**src/rtl/axis_gpio_bank_if.sv**
```systemverilog
// Command/readback stream pair between the register fabric and the GPIO bank.
//   axis_wdata/axis_wvalid/axis_wready : command word stream (master -> slave)
//   axis_rdata/axis_rvalid/axis_rready : readback word stream (slave -> master)
interface axis_gpio_bank_if;
    logic [31:0] axis_wdata;
    logic        axis_wvalid;
    logic        axis_wready;
    logic [31:0] axis_rdata;
    logic        axis_rvalid;
    logic        axis_rready;

    modport master (
        output axis_wdata, axis_wvalid, axis_rready,
        input  axis_wready, axis_rdata, axis_rvalid
    );

    modport slave (
        input  axis_wdata, axis_wvalid, axis_rready,
        output axis_wready, axis_rdata, axis_rvalid
    );
endinterface

```
**src/rtl/axis_gpio_bank.sv**
```systemverilog
// GPIO controller, up to 48 pins seen as four 12-bit banks over a 32-bit
// command/readback stream pair. Per pin: 2-flop synchroniser, tick-based
// debounce filter, output/open-drain/alt0 pad modes, rise/fall edge detect
// with sticky pending bits, and a registered level IRQ.
// Ports:
//   clk, rst            clock, synchronous active-high reset
//   axis                command (wdata/wvalid/wready) and readback (rdata/rvalid/rready)
//   gpi_data            raw asynchronous pad inputs
//   gpo_data/_oe        pad output value / enable (combinational from mode/out/alt0)
//   gpio_altf0_valid    1 where the pin is in ALT0 mode
//   alt0_in             synchronised pad inputs for the alt function
//   alt0_out/_oe        alt function output value / enable
//   irq                 registered OR of all pending bits
module axis_gpio_bank #(
    parameter int unsigned         WIDTH        = 24,
    parameter logic [3*WIDTH-1:0]  DEF_CFG_GPIO = '0,
    parameter logic [WIDTH-1:0]    DEF_GPIO_OUT = '0,
    parameter int unsigned         DEB_DIV      = 1000,
    parameter int unsigned         DEB_LEN      = 3
) (
    input  logic                 clk,
    input  logic                 rst,
    axis_gpio_bank_if.slave      axis,
    input  logic [WIDTH-1:0]     gpi_data,
    output logic [WIDTH-1:0]     gpo_data,
    output logic [WIDTH-1:0]     gpo_data_oe,
    output logic [WIDTH-1:0]     gpio_altf0_valid,
    output logic [WIDTH-1:0]     alt0_in,
    input  logic [WIDTH-1:0]     alt0_out,
    input  logic [WIDTH-1:0]     alt0_out_oe,
    output logic                 irq
);

    localparam int unsigned DIVW = $clog2(DEB_DIV);
    localparam int unsigned CNTW = 4;

    localparam logic [2:0] OP_OUT  = 3'd0;
    localparam logic [2:0] OP_SET  = 3'd1;
    localparam logic [2:0] OP_CLR  = 3'd2;
    localparam logic [2:0] OP_CFG  = 3'd3;
    localparam logic [2:0] OP_REN  = 3'd4;
    localparam logic [2:0] OP_FEN  = 3'd5;
    localparam logic [2:0] OP_ACK  = 3'd6;
    localparam logic [2:0] OP_RSEL = 3'd7;

    localparam logic [2:0] MODE_OUT  = 3'd1;
    localparam logic [2:0] MODE_ALT0 = 3'd2;
    localparam logic [2:0] MODE_DEB  = 3'd3;
    localparam logic [2:0] MODE_OD   = 3'd4;

    // Command field decode
    logic [2:0]  cmd_op;
    logic [1:0]  cmd_bank;
    logic [11:0] cmd_mask;
    logic [11:0] cmd_data;
    logic [7:0]  cmd_pin;
    logic        cmd_vld;

    assign cmd_op   = axis.axis_wdata[31:29];
    assign cmd_bank = axis.axis_wdata[25:24];
    assign cmd_mask = axis.axis_wdata[23:12];
    assign cmd_data = axis.axis_wdata[11:0];
    assign cmd_pin  = axis.axis_wdata[23:16];
    assign cmd_vld  = axis.axis_wvalid;

    logic unused_ok;
    assign unused_ok = ^{axis.axis_rready, axis.axis_wdata[28:26]};

    // Bank-aligned mask/data; bits landing above WIDTH fall off in the cast
    logic [WIDTH-1:0] wr_mask;
    logic [WIDTH-1:0] wr_data;
    logic [WIDTH-1:0] wr_md;

    assign wr_mask = WIDTH'({36'd0, cmd_mask} << (12 * cmd_bank));
    assign wr_data = WIDTH'({36'd0, cmd_data} << (12 * cmd_bank));
    assign wr_md   = wr_mask & wr_data;

    // State
    logic [WIDTH-1:0]   out_q,   out_d;
    logic [3*WIDTH-1:0] mode_q,  mode_d;
    logic [WIDTH-1:0]   ren_q,   ren_d;
    logic [WIDTH-1:0]   fen_q,   fen_d;
    logic [WIDTH-1:0]   pend_q,  pend_d;
    logic [WIDTH-1:0]   sync1_q, sync2_q;
    logic [WIDTH-1:0]   filt_q,  filt_d;
    logic [WIDTH-1:0]   prev_q;
    logic [CNTW-1:0]    cnt_q [WIDTH];
    logic [CNTW-1:0]    cnt_d [WIDTH];
    logic [DIVW-1:0]    presc_q, presc_d;
    logic [1:0]         rd_bank_q, rd_bank_d;
    logic               rd_view_q, rd_view_d;
    logic               irq_q;

    logic               tick;
    logic [WIDTH-1:0]   edge_src;
    logic [WIDTH-1:0]   ack;

    // Debounce prescaler: one-cycle tick every DEB_DIV clocks
    assign tick    = (presc_q == DIVW'(DEB_DIV - 1));
    assign presc_d = tick ? '0 : presc_q + DIVW'(1);

    // Edge source: filtered level for debounced pins, synchronised level otherwise
    always_comb begin
        edge_src = sync2_q;
        for (int i = 0; i < WIDTH; i++) begin
            if (mode_q[3*i +: 3] == MODE_DEB) begin
                edge_src[i] = filt_q[i];
            end
        end
    end

    // Command execution
    always_comb begin
        out_d     = out_q;
        mode_d    = mode_q;
        ren_d     = ren_q;
        fen_d     = fen_q;
        rd_bank_d = rd_bank_q;
        rd_view_d = rd_view_q;
        ack       = '0;
        if (cmd_vld) begin
            case (cmd_op)
                OP_OUT:  out_d = (out_q & ~wr_mask) | wr_md;
                OP_SET:  out_d = out_q | wr_md;
                OP_CLR:  out_d = out_q & ~wr_md;
                OP_CFG: begin
                    for (int i = 0; i < WIDTH; i++) begin
                        if (cmd_pin == 8'(i)) begin
                            mode_d[3*i +: 3] = cmd_data[2:0];
                        end
                    end
                end
                OP_REN:  ren_d = (ren_q & ~wr_mask) | wr_md;
                OP_FEN:  fen_d = (fen_q & ~wr_mask) | wr_md;
                OP_ACK:  ack   = wr_md;
                OP_RSEL: begin
                    rd_bank_d = cmd_bank;
                    rd_view_d = cmd_data[0];
                end
                default: ;
            endcase
        end
    end

    // Sticky pending: a new edge beats a same-cycle ACK
    assign pend_d = (pend_q & ~ack)
                  | (edge_src & ~prev_q & ren_q)
                  | (~edge_src & prev_q & fen_q);

    // Per-pin debounce: DEB_LEN consecutive differing ticks accept the new level
    always_comb begin
        filt_d = filt_q;
        for (int i = 0; i < WIDTH; i++) begin
            cnt_d[i] = cnt_q[i];
            if (tick) begin
                if (sync2_q[i] != filt_q[i]) begin
                    if (cnt_q[i] == CNTW'(DEB_LEN - 1)) begin
                        filt_d[i] = sync2_q[i];
                        cnt_d[i]  = '0;
                    end else begin
                        cnt_d[i] = cnt_q[i] + CNTW'(1);
                    end
                end else begin
                    cnt_d[i] = '0;
                end
            end
        end
    end

    // State registers
    always_ff @(posedge clk) begin
        if (rst) begin
            out_q     <= DEF_GPIO_OUT;
            mode_q    <= DEF_CFG_GPIO;
            ren_q     <= '0;
            fen_q     <= '0;
            pend_q    <= '0;
            sync1_q   <= '0;
            sync2_q   <= '0;
            filt_q    <= '0;
            prev_q    <= '0;
            presc_q   <= '0;
            rd_bank_q <= '0;
            rd_view_q <= 1'b0;
            irq_q     <= 1'b0;
            for (int i = 0; i < WIDTH; i++) begin
                cnt_q[i] <= '0;
            end
        end else begin
            out_q     <= out_d;
            mode_q    <= mode_d;
            ren_q     <= ren_d;
            fen_q     <= fen_d;
            pend_q    <= pend_d;
            sync1_q   <= gpi_data;
            sync2_q   <= sync1_q;
            filt_q    <= filt_d;
            prev_q    <= edge_src;
            presc_q   <= presc_d;
            rd_bank_q <= rd_bank_d;
            rd_view_q <= rd_view_d;
            irq_q     <= |pend_q;
            for (int i = 0; i < WIDTH; i++) begin
                cnt_q[i] <= cnt_d[i];
            end
        end
    end

    // Pad drive per mode; modes 000 and 101..111 are plain inputs
    always_comb begin
        gpo_data         = '0;
        gpo_data_oe      = '0;
        gpio_altf0_valid = '0;
        for (int i = 0; i < WIDTH; i++) begin
            case (mode_q[3*i +: 3])
                MODE_OUT: begin
                    gpo_data[i]    = out_q[i];
                    gpo_data_oe[i] = 1'b1;
                end
                MODE_ALT0: begin
                    gpo_data[i]         = alt0_out[i];
                    gpo_data_oe[i]      = alt0_out_oe[i];
                    gpio_altf0_valid[i] = 1'b1;
                end
                MODE_OD: begin
                    gpo_data_oe[i] = ~out_q[i];
                end
                default: ;
            endcase
        end
    end

    assign alt0_in = sync2_q;
    assign irq     = irq_q;

    // Readback: 48-bit zero-padded views so missing pins read as 0
    function automatic logic [11:0] bank_sel(input logic [47:0] v, input logic [1:0] b);
        logic [11:0] r;
        case (b)
            2'd0:    r = v[11:0];
            2'd1:    r = v[23:12];
            2'd2:    r = v[35:24];
            default: r = v[47:36];
        endcase
        return r;
    endfunction

    logic [47:0] out_w, edge_w, en_w, pend_w;
    assign out_w  = 48'(out_q);
    assign edge_w = 48'(edge_src);
    assign en_w   = 48'(ren_q | fen_q);
    assign pend_w = 48'(pend_q);

    assign axis.axis_rdata = {irq_q, 3'b000, rd_bank_q, 2'b00,
                              rd_view_q ? bank_sel(en_w, rd_bank_q)   : bank_sel(out_w, rd_bank_q),
                              rd_view_q ? bank_sel(pend_w, rd_bank_q) : bank_sel(edge_w, rd_bank_q)};
    assign axis.axis_wready = 1'b1;
    assign axis.axis_rvalid = 1'b1;

endmodule
```
**src/flat_wrapper.sv**
```systemverilog
// flat-port wrapper written by rule: the top's interface ports become plain ports
module axis_gpio_bank_flat 
#(
    parameter int unsigned         WIDTH        = 24,
    parameter logic [3*WIDTH-1:0]  DEF_CFG_GPIO = '0,
    parameter logic [WIDTH-1:0]    DEF_GPIO_OUT = '0,
    parameter int unsigned         DEB_DIV      = 1000,
    parameter int unsigned         DEB_LEN      = 3
)
  (clk, rst, gpi_data, gpo_data, gpo_data_oe, gpio_altf0_valid, alt0_in, alt0_out, alt0_out_oe, irq, axis_axis_wdata, axis_axis_wvalid, axis_axis_rready, axis_axis_wready, axis_axis_rdata, axis_axis_rvalid);
  axis_gpio_bank_if axis_i ();
  input  logic clk;
  input  logic rst;
  input  logic [WIDTH-1:0] gpi_data;
  output logic [WIDTH-1:0] gpo_data;
  output logic [WIDTH-1:0] gpo_data_oe;
  output logic [WIDTH-1:0] gpio_altf0_valid;
  output logic [WIDTH-1:0] alt0_in;
  input  logic [WIDTH-1:0] alt0_out;
  input  logic [WIDTH-1:0] alt0_out_oe;
  output logic irq;
  input wire logic [$bits(axis_i.axis_wdata)-1:0] axis_axis_wdata;
  input wire logic [$bits(axis_i.axis_wvalid)-1:0] axis_axis_wvalid;
  input wire logic [$bits(axis_i.axis_rready)-1:0] axis_axis_rready;
  output wire logic [$bits(axis_i.axis_wready)-1:0] axis_axis_wready;
  output wire logic [$bits(axis_i.axis_rdata)-1:0] axis_axis_rdata;
  output wire logic [$bits(axis_i.axis_rvalid)-1:0] axis_axis_rvalid;
  assign axis_i.axis_wdata = axis_axis_wdata;
  assign axis_i.axis_wvalid = axis_axis_wvalid;
  assign axis_i.axis_rready = axis_axis_rready;
  assign axis_axis_wready = axis_i.axis_wready;
  assign axis_axis_rdata = axis_i.axis_rdata;
  assign axis_axis_rvalid = axis_i.axis_rvalid;
  axis_gpio_bank #(.WIDTH(WIDTH), .DEF_CFG_GPIO(DEF_CFG_GPIO), .DEF_GPIO_OUT(DEF_GPIO_OUT), .DEB_DIV(DEB_DIV), .DEB_LEN(DEB_LEN)) u_core (.clk(clk), .rst(rst), .axis(axis_i), .gpi_data(gpi_data), .gpo_data(gpo_data), .gpo_data_oe(gpo_data_oe), .gpio_altf0_valid(gpio_altf0_valid), .alt0_in(alt0_in), .alt0_out(alt0_out), .alt0_out_oe(alt0_out_oe), .irq(irq));
endmodule
```
**config.mk**
```make
export PLATFORM = sky130hd
export DESIGN_NAME = axis_gpio_bank_flat
export DESIGN_NICKNAME = d
export VERILOG_FILES = /design/src/rtl/axis_gpio_bank_if.sv /design/src/rtl/axis_gpio_bank.sv /design/src/flat_wrapper.sv
export SDC_FILE = /design/constraint.sdc
export NUM_CORES = 1
export LEC_CHECK = 0
export ABC_AREA = 0
export BUFFER_PORTS_ARGS = -buffer_cell sky130_fd_sc_hd__buf_2
export CORE_MARGIN = 1.5
export CORE_UTILIZATION = 59
export CTS_CLUSTER_SIZE = 16
export DETAILED_ROUTE_END_ITERATION = 8
export PLACE_DENSITY = 0.89
export SYNTH_ARGS = -nofsm -noshare
export SYNTH_HDL_FRONTEND = slang
export SYNTH_SLANG_ARGS = --single-unit
```
**constraint.sdc**
```tcl
create_clock -name clk -period 2.94 [get_ports clk]
set_input_delay 0.588 -clock clk [delete_from_list [all_inputs] [get_ports clk]]
set_output_delay 0.588 -clock clk [all_outputs]
set_load 0.02 [all_outputs]
```
# Word-level counts from Yosys, hierarchy flattened
# Memory sizes are Yosys's and may differ from the RTL's.
# Index checks and enable logic that the tools add are counted.
[word_totals]
word_cells = 597
regBits = 278
mem_bits_rw = 96
rom_bits = 0
in_bits = 108
memories = 1
latch_bits = 0
[classes]
n_bitwise = 70
magnitude_cmp = 0
div_mod_pow = 0
n_addsub = 25
n_mux = 204
shifts = 2
n_mul = 1
n_eq_ne = 177
n_reduce_logical = 58
[memory_table]
columns = ["name", "words", "width", "rd", "rd_ports_with_merged_regs", "write_ports", "line", "rtl"]
rows = [
  ["u_core.cnt_q", 24, 4, 24, 0, 24, "axis_gpio_bank.sv:87", "logic [CNTW-1:0] cnt_q [WIDTH];"],
]
[ops]
columns = ["op", "n"]
rows = [
  ["2-to-1 mux 4 bit", 96],
  ["AND 24 bit", 10],
  ["OR 24 bit", 7],
  ["== test 3 x 2 -> 1 bit, second input constant", 50],
  ["AND reduction 3 bit", 48],
  ["NOT 24 bit", 5],
  ["adder 4 x 1 -> 4 bit, second input constant", 24],
  ["== test 4 x 2 -> 1 bit, second input constant", 24],
  ["== test 3 bit, second input constant", 28],
  ["== test 3 x 1 -> 1 bit, second input constant", 25],
  ["case mux 1 bit (3 select lines)", 24],
  ["case mux 12 bit (2 select lines)", 3],
  ["case mux 24 bit (3 select lines)", 1],
  ["== test 8 x 4 -> 1 bit, second input constant", 8],
  ["== test 8 x 5 -> 1 bit, second input constant", 8],
  ["2-to-1 mux 1 bit", 51],
  ["2-to-1 mux 24 bit", 2],
  ["case mux 1 bit (2 select lines)", 24],
  ["left shift 12 x 6 -> 24 bit", 2],
  ["case mux 12 bit (3 select lines)", 1],
  ["== test 8 x 3 -> 1 bit, second input constant", 4],
  ["2-to-1 mux 12 bit", 2],
  ["!= test 1 bit", 24],
  ["NOT 1 bit", 24],
  ["15 further kinds", 42],
]

# Logic depth before layout (Yosys ltp)
[logic_depth]
word_depth = 9
ltp_mapped = 11
mapped_depth_nobuf = 7

# Worst setup path after synthesis
# No wires, ideal clock.
[synth_path]
kind = "input port to flip-flop"
from = "input axis_axis_wdata[24]"
to = "register with a tool-made name"
slack_ns = 0.236
t_arrival_ns = 2.576
cell_stages = 10
n_path_buf = 3
cell_sequence = "buf_6 -> inv_1 -> ha_1 -> buf_6 -> buf_6 -> or3b_1 -> a211o_1 -> a21oi_1 -> mux2i_1 -> nor2_1"
[synth_rtl]
columns = ["item", "line", "rtl"]
rows = [
  ["start, declared", "flat_wrapper.sv:22", "input wire logic [$bits(axis_i.axis_wdata)-1:0] axis_axis_wdata;"],
]

# Worst setup path after layout
[layout_path]
from = "register u_core.mode_q[56]"
to = "output axis_axis_rdata[6]"
[layout_via]
elab_chain_len = 4
[layout_rtl]
columns = ["item", "line", "rtl"]
rows = [
  ["start, declared", "axis_gpio_bank.sv:80", "logic [3*WIDTH-1:0] mode_q, mode_d;"],
  ["start signal, assigned", "axis_gpio_bank.sv:191", "mode_q <= mode_d;"],
  ["== test 3 x 2 -> 1 bit", "axis_gpio_bank.sv:106", "if (mode_q[3*i +: 3] == MODE_DEB) begin"],
  ["2-to-1 mux 1 bit", "axis_gpio_bank.sv:106", ""],
  ["case mux 12 bit (2 select lines)", "axis_gpio_bank.sv:239", "case (b)"],
  ["2-to-1 mux 12 bit", "axis_gpio_bank.sv:256", "rd_view_q ? bank_sel(pend_w, rd_bank_q) : bank_sel(edge_w, rd_bank_q)};"],
  ["end, declared", "flat_wrapper.sv:26", "output wire logic [$bits(axis_i.axis_rdata)-1:0] axis_axis_rdata;"],
]
# Every way passes these cells.

==> impl_metrics.json <==
{
  "clock_skew_ps": 14.8,
  "cp.required_ps": 2350,
  "cap_viol_max_count": 0,
  "io_buffer_count": 227,
  "finalWorstSetupSlack_ps": -6.36,
  "drv_slew": 0,
  "ys_types": 76,
  "drive_above_1_share_pct": 17.3,
  "numClockSinks": 374,
  "synth.most_common_cell": "dfxtp_1",
  "dp_hpwl_mm": 42.9,
  "die_w_um": 182,
  "synth_top_cells_by_area": "dfxtp_1, o21ai_0, mux2i_1, nor2_1, nor2b_1",
  "irDropWorstVdd_uv": 338,
  "path_max_fanout": 6,
  "finalCritPeriodShare_pct": 100,
  "r2r_start": "u_core.presc_q[0]$_SDFF_PP0_",
  "clock_path_buffers": 3,
  "ys.flop_type": "dfxtp_1",
  "die_y_um": 182,
  "grt_util_all_layers_pct": 35.7,
  "cts_made_buffers": 39,
  "synthArstFlopShare_pct": 0,
  "criticalPathCategory": "flip-flop to output pin",
  "power_density_nw_per_um2": 503,
  "period_needed_ps": 2950,
  "drtIter0Drc": 2108,
  "synthCells": 2260,
  "gp_congestion": 0.991,
  "synth_top_area_cell": "dfxtp_1",
  "worstSetupStartpointType": "flip-flop",
  "rows": 65,
  "syn_to_final_growth_pct": 16.8,
  "synth_area_um2": 18800,
  "grt_pass1_wl_mm": 93.7,
  "grt_max_degree": 94,
  "cts_tree": "built",
  "outcome": "complete, but fails checks",
  "min_from": "gpi_data[9]",
  "coreArea_um2": 31500,
  "ys_seq_area_share_pct": 39.8,
  "wl_mm": 61.2,
  "worstSetupEndpointType": "output pin",
  "synth_edf_count": 0,
  "tightest_slew_ps": 786,
  "cp-startpoint": "u_core.mode_q[56]$_SDFFE_PP0P_",
  "firstDrtPassIters": 8,
  "overflow": 0,
  "synth_top_cell_area_share_pct": 39.8,
  "wl_per_cell_um": 21.0,
  "failed_checks": "setup timing",
  "setup_viol": 1,
  "vias_per_cell": 6.41,
  "drc": 0,
  "ys_warn_count": 0,
  "fin_util_pct": 69.8,
  "ys_top_cells_by_count": "dfxtp_1, nor2_1, o21ai_0",
  "avgSynthCellArea_um2": 8.32,
  "ant_nets": 0,
  "clock.fmax_mhz": 339,
  "tns_ps": -6.36,
  "clk_pin_slew_ps": 60,
  "design.die.area_um2": 33000,
  "vias": 18700,
  "ios": 239,
  "ys_ff_latch": 374,
  "root_buffer": "clkbuf_16",
  "nets": 2646,
  "worstSkewPairLatency_ps": 530,
  "leakage_uw": 0.00872,
  "antenna_found_initial": 2,
  "htreeDepth": 2,
  "rsz0062_at_grt": "yes",
  "critPathArrivalTime_ps": 2360,
  "start_util_pct": 59.8,
  "hold_violations": 0,
  "place_ws_ps": 197,
  "cts-hold-fix-buffers": 0,
  "grt_pass1_vias": 17700,
  "max_slew_margin_pct": 46.9,
  "hp-class": "input port to flip-flop"
}
==> cells in the final DEF (no fill, tap or decap), types with 8 or more instances in the layout <==
master / count
a211oi_1: 33
a211oi_2: 9
a21oi_1: 172
a22oi_1: 34
a31oi_1: 27
and2_1: 9
and3_1: 8
buf_2: 220
buf_4: 89
clkbuf_1: 8
clkbuf_16: 41
clkinv_2: 8
dfxtp_1: 366
ha_1: 52
inv_1: 35
mux2_2: 9
mux2i_1: 103
nand2_1: 153
nand2b_1: 31
nand3_1: 82
nand3b_1: 29
nand4_1: 14
nor2_1: 244
nor2b_1: 146
nor3_1: 15
nor3b_1: 51
nor4_1: 8
o21ai_0: 230
o21ai_1: 11
o311ai_0: 9
o31ai_1: 32
or2_1: 22
or3_1: 44
xnor2_1: 29
==> worst max-delay path, stage by stage, from the launching register on <==
cell and delay, ps:
dfxtp_1 350, nand3b_1 400, mux2i_1 220, buf_4 190, mux2i_1 170, nor2_1 70
a211oi_2 250, buf_4 180
==> final timing paths <==
path / to / slack (ps) / cells past startpoint
hold / removal: u_core.sync1_q[9]$_SDFF_PP0_ / 270 / 2
hold reg to reg: u_core.alt0_in[11]$_SDFF_PP0_ / 440 / 1
setup / recovery: axis_axis_rdata[6] / -6 / 7
setup reg to reg: u_core.cnt_q[0][58]$_SDFFE_PP0P_ / 780 / 8
==> routing by layer <==
metal  up-vias  GRT usage (%)  wire (µm)
li1       8501              -          -
met1      8800           43.5      23000
met2      1113           57.9      27700
met3       257           8.72       7040
met4         0           20.2       3490
met5         -              0          0
==> stage by stage <==
stage               power, µW  hold slack, ps  cell area [µm²]  std cells
detailed placement       6130             426            20500       2842
floorplan                5770             413            18800       2265
global route            11300             276            22000       2915
global placement         6110             416            20500       2842
finish                  11100             272            22000       2915
CTS                     11000             271            21800       2909
==> power breakdown <==
part / switching, µW / internal (µW) / leakage (µW)
logic: 598 / 309 / 0.00506
clock network: 2030 / 2960 / 0.000632
registers: 47.9 / 5110 / 0.00303
total: 2670 / 8380 / 0.00872
==> layout make-up <==
type | count | area [µm²]
Inverter | 36 | 135
Antenna cell | 1 | 2.50
Fill cell | 2338 | 9500
Tap cell | 402 | 503
Timing Repair Buffer | 312 | 1820
Multi-Input combinational cell | 1723 | 10700
Sequential cell | 374 | 7500
Clock inverter | 12 | 138
Clock buffer | 55 | 1140
==> logic make-up after synthesis <==
logic type	share of synthesized area, %
and+or+nand+nor	24.5
AOI/OAI and AO/OA	20.1
DFF	39.8
buffers and inverters	3.94
muxes	6.72
adders and majority gates	3.46
xor gates and xnor gates	1.44
other	0.0399
==> timing repair <==
action,CTS,global route
gates resized for setup,10,30
setup endpoints to repair,7,10
setup buffers,0,5
pin swaps,0,7
cloned,0,0
Note: power is estimated with default switching activity, not from simulation.
